<file path="src/rtl/fb_pkg.sv">
// fb_pkg: framebuffer geometry, writer state encoding and rectangle command shared by writer and scan-out.
package fb_pkg;
    localparam int H_RES  = 640;
    localparam int V_RES  = 480;
    localparam int ADDR_W = 19;
    localparam int PIX_W  = 4;

    typedef enum logic [2:0] {
        S_IDLE,
        S_SETUP,
        S_WAIT,
        S_WRITE,
        S_DONE
    } fb_wr_state_t;

    typedef struct packed {
        logic [9:0]       x;
        logic [9:0]       y;
        logic [9:0]       w;
        logic [9:0]       h;
        logic [PIX_W-1:0] color;
        logic             sync;
    } fb_rect_cmd_t;
endpackage

</file>
<file path="src/rtl/fb_rect_clip.sv">
// fb_rect_clip: clips a rectangle to the visible area and forms its top-left word address without a multiplier.
module fb_rect_clip
    import fb_pkg::*;
(
    input  logic [9:0]        x,
    input  logic [9:0]        y,
    input  logic [9:0]        w,
    input  logic [9:0]        h,
    output logic [10:0]       w_eff,
    output logic [10:0]       h_eff,
    output logic [ADDR_W-1:0] base
);
    logic [10:0] x_rem, y_rem;
    always_comb begin
        x_rem = 11'(H_RES) - {1'b0, x};
        y_rem = 11'(V_RES) - {1'b0, y};
        w_eff = ({1'b0, x} >= 11'(H_RES)) ? 11'd0 : ({1'b0, w} < x_rem) ? {1'b0, w} : x_rem;
        h_eff = ({1'b0, y} >= 11'(V_RES)) ? 11'd0 : ({1'b0, h} < y_rem) ? {1'b0, h} : y_rem;
        // y*640 = y*512 + y*128; only meaningful when y is on screen
        base  = ADDR_W'({y, 9'd0}) + ADDR_W'({y, 7'd0}) + ADDR_W'(x);
    end
endmodule

</file>
<file path="src/rtl/fb_rect_writer.sv">
// fb_rect_writer: accepts rectangle-fill commands and writes the fill index into the framebuffer, one pixel per clock.
module fb_rect_writer
    import fb_pkg::*;
(
    input  logic              pixel_clock,
    input  logic              pixel_reset,
    input  logic              cmd_valid,
    output logic              cmd_ready,
    input  logic [9:0]        cmd_x,
    input  logic [9:0]        cmd_y,
    input  logic [9:0]        cmd_w,
    input  logic [9:0]        cmd_h,
    input  logic [PIX_W-1:0]  cmd_color,
    input  logic              cmd_sync,
    input  logic              vblank,
    output logic              fb_we,
    output logic [ADDR_W-1:0] fb_addr,
    output logic [PIX_W-1:0]  fb_data,
    output logic              busy,
    output logic              done
);
    localparam logic [ADDR_W-1:0] ROW_STEP = ADDR_W'(H_RES);

    fb_wr_state_t      state;
    fb_rect_cmd_t      cmd;
    logic [10:0]       clip_w, clip_h, w_eff, h_eff, col, row;
    logic [ADDR_W-1:0] clip_base, row_base;
    logic              last_col, last_row;

    fb_rect_clip u_clip (
        .x     (cmd.x),
        .y     (cmd.y),
        .w     (cmd.w),
        .h     (cmd.h),
        .w_eff (clip_w),
        .h_eff (clip_h),
        .base  (clip_base)
    );

    assign last_col = col == w_eff - 11'd1;
    assign last_row = row == h_eff - 11'd1;

    always_ff @(posedge pixel_clock or negedge pixel_reset) begin
        if (!pixel_reset) begin
            state     <= S_IDLE;
            cmd       <= '0;
            cmd_ready <= 1'b0;
            busy      <= 1'b0;
            done      <= 1'b0;
            fb_we     <= 1'b0;
            fb_addr   <= '0;
            fb_data   <= '0;
            w_eff     <= '0;
            h_eff     <= '0;
            col       <= '0;
            row       <= '0;
            row_base  <= '0;
        end else begin
            case (state)
                S_IDLE: begin
                    if (cmd_valid && cmd_ready) begin
                        cmd       <= '{x: cmd_x, y: cmd_y, w: cmd_w, h: cmd_h, color: cmd_color, sync: cmd_sync};
                        cmd_ready <= 1'b0;
                        busy      <= 1'b1;
                        state     <= S_SETUP;
                    end else begin
                        cmd_ready <= 1'b1;
                    end
                end
                S_SETUP: begin
                    w_eff    <= clip_w;
                    h_eff    <= clip_h;
                    row_base <= clip_base;
                    col      <= '0;
                    row      <= '0;
                    if (clip_w == 11'd0 || clip_h == 11'd0) begin
                        done  <= 1'b1;
                        state <= S_DONE;
                    end else if (cmd.sync && !vblank) begin
                        state <= S_WAIT;
                    end else begin
                        fb_we   <= 1'b1;
                        fb_addr <= clip_base;
                        fb_data <= cmd.color;
                        state   <= S_WRITE;
                    end
                end
                S_WAIT: begin
                    if (vblank) begin
                        fb_we   <= 1'b1;
                        fb_addr <= row_base;
                        fb_data <= cmd.color;
                        state   <= S_WRITE;
                    end
                end
                S_WRITE: begin
                    if (last_col && last_row) begin
                        fb_we <= 1'b0;
                        done  <= 1'b1;
                        state <= S_DONE;
                    end else if (last_col) begin
                        col      <= '0;
                        row      <= row + 11'd1;
                        row_base <= row_base + ROW_STEP;
                        fb_addr  <= row_base + ROW_STEP;
                    end else begin
                        col     <= col + 11'd1;
                        fb_addr <= fb_addr + 1'b1;
                    end
                end
                S_DONE: begin
                    done      <= 1'b0;
                    busy      <= 1'b0;
                    cmd_ready <= 1'b1;
                    state     <= S_IDLE;
                end
                default: state <= S_IDLE;
            endcase
        end
    end
endmodule

</file>
<file path="config.mk">
export PLATFORM = sky130hd
export DESIGN_NAME = fb_rect_writer
export DESIGN_NICKNAME = d
export VERILOG_FILES = /design/src/rtl/fb_pkg.sv /design/src/rtl/fb_rect_clip.sv /design/src/rtl/fb_rect_writer.sv
export SDC_FILE = /design/constraint.sdc
export NUM_CORES = 1
export LEC_CHECK = 0
export CORE_ASPECT_RATIO = 1.4
export CORE_UTILIZATION = 50
export CTS_CLUSTER_SIZE = 40
export DETAILED_ROUTE_END_ITERATION = 7
export GPL_TIMING_DRIVEN = 1
export PLACE_DENSITY = 0.74
export SYNTH_ARGS = -nofsm -noshare
export SYNTH_HDL_FRONTEND = slang
export SYNTH_SLANG_ARGS = --single-unit
export TNS_END_PERCENT = 5
</file>
<file path="constraint.sdc">
create_clock -name pixel_clock -period 9.79 [get_ports pixel_clock]
set_input_delay 0.979 -clock pixel_clock [delete_from_list [all_inputs] [get_ports pixel_clock]]
set_output_delay 0.979 -clock pixel_clock [all_outputs]
set_load 0.005 [all_outputs]
</file>
# After elaboration in Yosys (flattened, before gate mapping)
# Index checks and enable logic that the tools add are counted.
# classes
n_addsub	10
order_cmp	4
n_eq_ne	14
muxes	41
reduce_logical	22
# ops
operator	n
$mux 19	7
$mux 11	8
$pmux 19 s3	1
$pmux 11 s2	2
$pmux 19 s2	1
$add 11x1->11 const B	2
$eq 11x11->1	2
$logic_not 11->1	2
$lt 10x11->1	2
$sub 11x1->11 const B	2
$add 19x1->19 const B	1
$add 19x10->19	1
$add 19x10->19 const B	1
$add 19x17->19	1
$ne 2x2->1 const B	8
$mux 3	4
$mux 4	3
$pmux 3 s4	1
$sub 10x10->11 const A	1
$sub 9x10->11 const A	1
$ge 10x10->1 const B	1
$ge 10x9->1 const B	1
$reduce_and 5->1	2
$mux 1	9
other kinds (15)	27
# totals
ff_bits	138
input_bits	49
out_inout_bits	27
word_cells	109

# Longest topological paths before layout
# logic_depth
ltp_word	8
ltp_mapped	17
mapped_depth_nobuf	15

# Modules after synthesis
# Synthesis repeated with hierarchy kept, for this count alone.
# hier_totals
cells_unflattened	1063
hier_area_um2	9444.1
# by_module_without_submodules
module	instances	cells_each	area_each_um2	seq_area_each_um2
fb_rect_writer	1	821	7604.8	3453.3
fb_rect_clip	1	242	1839.3	0.0

# Worst setup path after synthesis
# No wires, ideal clock.
# synth_timing
kind	register -> register
start	register cmd[35] (netlist name)
end	register fb_data[0]
setup_time_ns	0.125
arrival_time_ns	3.942
required_time_ns	9.665
slack_ns	5.723
stages_incl_launch_ff	16
path_buffers	1
synth_period_minus_slack_ns	4.067
cell_sequence	dfrtp_1 inv_1 ha_1 or4b_1 clkbuf_1 o31ai_1 xor2_1 ha_1 a21o_1 a21oi_1 inv_1 o221ai_1 mux2_2 a211o_1 a21oi_1 mux2_2
# synth_between
elab_chain_cells	8
word_cells_on_any_way	9
# synth_rtl
item	line_no	source
start, declared	fb_rect_writer.sv:25	fb_rect_cmd_t cmd;
start signal, assigned	fb_rect_writer.sv:62	cmd <= '{x: cmd_x, y: cmd_y, w: cmd_w, h: cmd_h, color: cmd_color, sync: cmd_sync};
$sub 10x10->11	fb_rect_clip.sv:15	x_rem = 11'(H_RES) - {1'b0, x};
$lt 10x11->1	fb_rect_clip.sv:17	w_eff = ({1'b0, x} >= 11'(H_RES)) ? 11'd0 : ({1'b0, w} < x_rem) ? {1'b0, w} : x_rem;
$mux 11	fb_rect_clip.sv:17	
$mux 11 (*)	fb_rect_clip.sv:17	
$logic_not 11->1 (*)	fb_rect_writer.sv:76	if (clip_w == 11'd0 || clip_h == 11'd0) begin
$logic_or 1x1->1 (*)	fb_rect_writer.sv:76	
$ne 2x2->1 (no source line) (*)	--	
$reduce_and 4->1 (no source line) (*)	--	
end signal, assigned	fb_rect_writer.sv:84	fb_data <= cmd.color;
end signal, assigned	fb_rect_writer.sv:92	fb_data <= cmd.color;
end, declared	fb_rect_writer.sv:18	output logic [PIX_W-1:0] fb_data,
# Every way passes the cells marked *; elsewhere a longest branch is shown, timed or not.
# A chain may end at the register's enable or synchronous reset.

# Worst setup path in the final report
# layout_timing
start	register cmd[35] (netlist name)
end	register fb_data[1]
# Same word-level chain as after synthesis.

==> flow_summary.json <==
{
  "grt_overflow": 0,
  "syn_area_sq_mm": 0.00906,
  "period_share_pct": 49.3,
  "areaGrowthSynthToFinish_pct": 16.5,
  "stdcell_count": 1315,
  "fp.dieArea_sq_mm": 0.0187,
  "cp_cell_sequence": "inv_1 > ha_1 > or4b_1 > o31ai_1 > xor2_1 > ha_1 > a21o_1 > a21oi_1 > inv_1 > o221ai_1 > buf_4 > mux2_2 > a211o_1 > a21oi_1 > mux2_2",
  "synth.area.top_cells": "dfrtp_1 38%, ha_1 6.2%, mux2_2 5.8%",
  "holdWs_ns": 0.474,
  "ir_drop_v": 0.000187,
  "synthCells": 1012,
  "maxSlewHeadroom_pct": 22.5,
  "first_pass_iters": 5,
  "max_freq_mhz": 207,
  "cts_made_buffers": 17,
  "num-nets-final": 1162,
  "n_antenna_cell": 0,
  "synth-seq-cells": 138,
  "syn_nets": 1108,
  "final_cell_mix": "138 x dfrtp_1, 110 x nand2_1, 78 x nor2_1",
  "cts_setup_buffers": 0,
  "wl_per_cell_microns": 17.3,
  "placeableCoreArea_sq_mm": 0.0175,
  "grt_pass1_wl_microns": 38200,
  "setup.worst_path.class": "flip-flop to flip-flop",
  "route.detailed.drc": 0,
  "rsz0062_at_grt": "no",
  "crit_family": "compound AO/OA/AOI/OAI gates",
  "cts_tree": "done",
  "ant_nets": 0,
  "vias": 7820,
  "grt_use_total_pct": 26.2,
  "period_minus_slack_ns": 4.83,
  "place_congestion": 0.950,
  "dp_hpwl_microns": 16500,
  "tns_ns": 0,
  "htreeDepth": 4,
  "cp-start-kind": "flip-flop",
  "ys_seq_area_share_pct": 38.1,
  "postSynthAreaPerCell_sq_um": 8.95,
  "finalMaxSlewViolations": 0,
  "hold_violations": 0,
  "clock_path_buffers": 2,
  "hold_class": "flip-flop to flip-flop",
  "clk_latency_ns": 0.43,
  "finalSetupViolCount": 0,
  "grt_antenna_before_repair": 0,
  "clk_root_buffer_cell": "clkbuf_16",
  "path_max_fanout": 21,
  "finClkSkew_ns": 0.00811,
  "holdBufCountCts": 0,
  "slowest_stage": "or4b_1",
  "cap_violations": 0,
  "synth-async-reset-ratio_pct": 100,
  "synth_top_area_cell": "dfrtp_1",
  "cp.arrival_ns": 5.15,
  "vias_per_cell": 5.95,
  "drt_wl_total_microns": 22700,
  "status": "completed",
  "grt_pass1_vias": 7750,
  "mostFrequentLayoutCell": "dfrtp_1",
  "fp-row-count": 57,
  "fin_ws_ns": 4.96,
  "synth_edf_count": 0,
  "die_h_microns": 161,
  "synth_warnings": 0,
  "fp.dieW_microns": 116,
  "worstPathBufferInverterCount": 3,
  "cts.sinks": 138,
  "first_iter_violations": 618,
  "synth_cell_type_count": 74,
  "ctsResizeCount": 0,
  "drive_gt1_share_pct": 9.82,
  "powerDensity_mw_per_mm2": 386,
  "clkSlewWorstSetupHoldPaths_ns": 0.06,
  "initial_core_util_pct": 51.6,
  "dp.cells": 1283,
  "yosysTopAreaCellShare_pct": 38.1,
  "grt_start_max_net_pins": 74,
  "cp_slowest_stage_delay_ns": 0.58,
  "total_power_w": 0.00408,
  "power_leakage_nw": 4.53,
  "yosys_most_used_dff": "dfrtp_1",
  "worst-slew-pin-transition_ns": 1.16,
  "crit_path_end_kind": "flip-flop",
  "numPortBuffers": 75,
  "crit_required_ns": 10.11,
  "ios": 76,
  "pre_cts_ws_ns": 4.98
}
==> worst register-to-register path: cells and delay by family, from the launching register on <==
family          cells  cell delay, ns
xor+xnor            1            0.24
compound gates      6            1.66
simple gates        1            0.58
flops               1            0.45
fa+ha+maj           2            0.51
buf+inv             3            0.48
mux                 2            0.79
==> logic make-up after synthesis <==
logic type / share of synthesized area [%]
xor gates and xnor gates: 7.06
AOI/OAI and AO/OA: 17.8
and+or+nand+nor: 19.5
muxes: 7.11
adders and majority gates: 6.66
buffers and inverters: 3.74
DFF: 38.1
==> state kept, by name, indices dropped and copies added, names as in the netlist <==
register   count
cmd           45
row_base      19
fb_addr       19
state          3
fb_we          1
col           11
w_eff         11
fb_data        4
busy           1
h_eff         11
row           11
cmd_ready      1
done           1
==> area by class of cell <==
cell class	instances	area, sq um
clock buffer	17	425
clock inverter	15	143
fill	1572	6990
inverter	33	124
multi-input combinational	790	5280
sequential	138	3450
tap	236	295
timing repair buffer	86	835
==> metrics by stage <==
stage	instance area [sq um]	util, %
4_1_cts	10600	60.1
5_1_grt	10600	60.1
6_report	10600	60.1
3_3_place_gp	9980	56.9
3_5_place_dp	9980	56.9
2_1_floorplan	9060	-
==> worst paths after layout <==
kind                             start     endpoint  slack [ns]  cells past startpoint
hold / removal             row_base[5]  row_base[5]        0.47                      2
setup / recovery               cmd[35]   fb_data[1]        4.96                     15
hold reg to reg            row_base[5]  row_base[5]        0.47                      2
min in group asynchronous  pixel_reset       cmd[2]        0.52                      1
max in group asynchronous  pixel_reset     w_eff[3]        7.90                      2
setup reg to reg               cmd[35]   fb_data[1]        4.96                     15
==> synth_stat cells, types with 6 or more instances <==
| cell type | count |
|---|---|
| nand3_1 | 31 |
| nor4_1 | 13 |
| xor2_1 | 47 |
| buf_2 | 7 |
| o21ai_0 | 77 |
| nand4_1 | 10 |
| a21oi_1 | 60 |
| and3_1 | 21 |
| nor3_1 | 27 |
| o22ai_1 | 7 |
| nand2_1 | 110 |
| mux2_2 | 47 |
| o211ai_1 | 10 |
| mux2i_1 | 10 |
| nor2b_1 | 8 |
| dfrtp_1 | 138 |
| ha_1 | 45 |
| xnor2_1 | 26 |
| a22oi_1 | 6 |
| o21a_1 | 6 |
| nor2_1 | 78 |
| clkbuf_1 | 40 |
| inv_1 | 33 |
| or4_1 | 6 |
| a211oi_1 | 7 |
| o21ai_1 | 6 |
| a21o_1 | 10 |
| nand2b_1 | 14 |
| a31oi_1 | 18 |
| or3_1 | 6 |
==> per-layer routing <==
layer / wire, microns / global-route usage [%]
met1: 9580 / 32.8
met3: 923 / 4.58
met5: 0 / 0
met4: 659 / 10.5
met2: 11600 / 44.4
==> where the power goes <==
| group | internal (W) | total (W) | switching [W] |
|---|---|---|---|
| Clock | 0.000353 | 0.000620 | 0.000267 |
| Sequential | 0.000809 | 0.00117 | 0.000365 |
| Combinational | 0.00103 | 0.00228 | 0.00125 |
No activity file was read; power rests on OpenSTA's default activity.
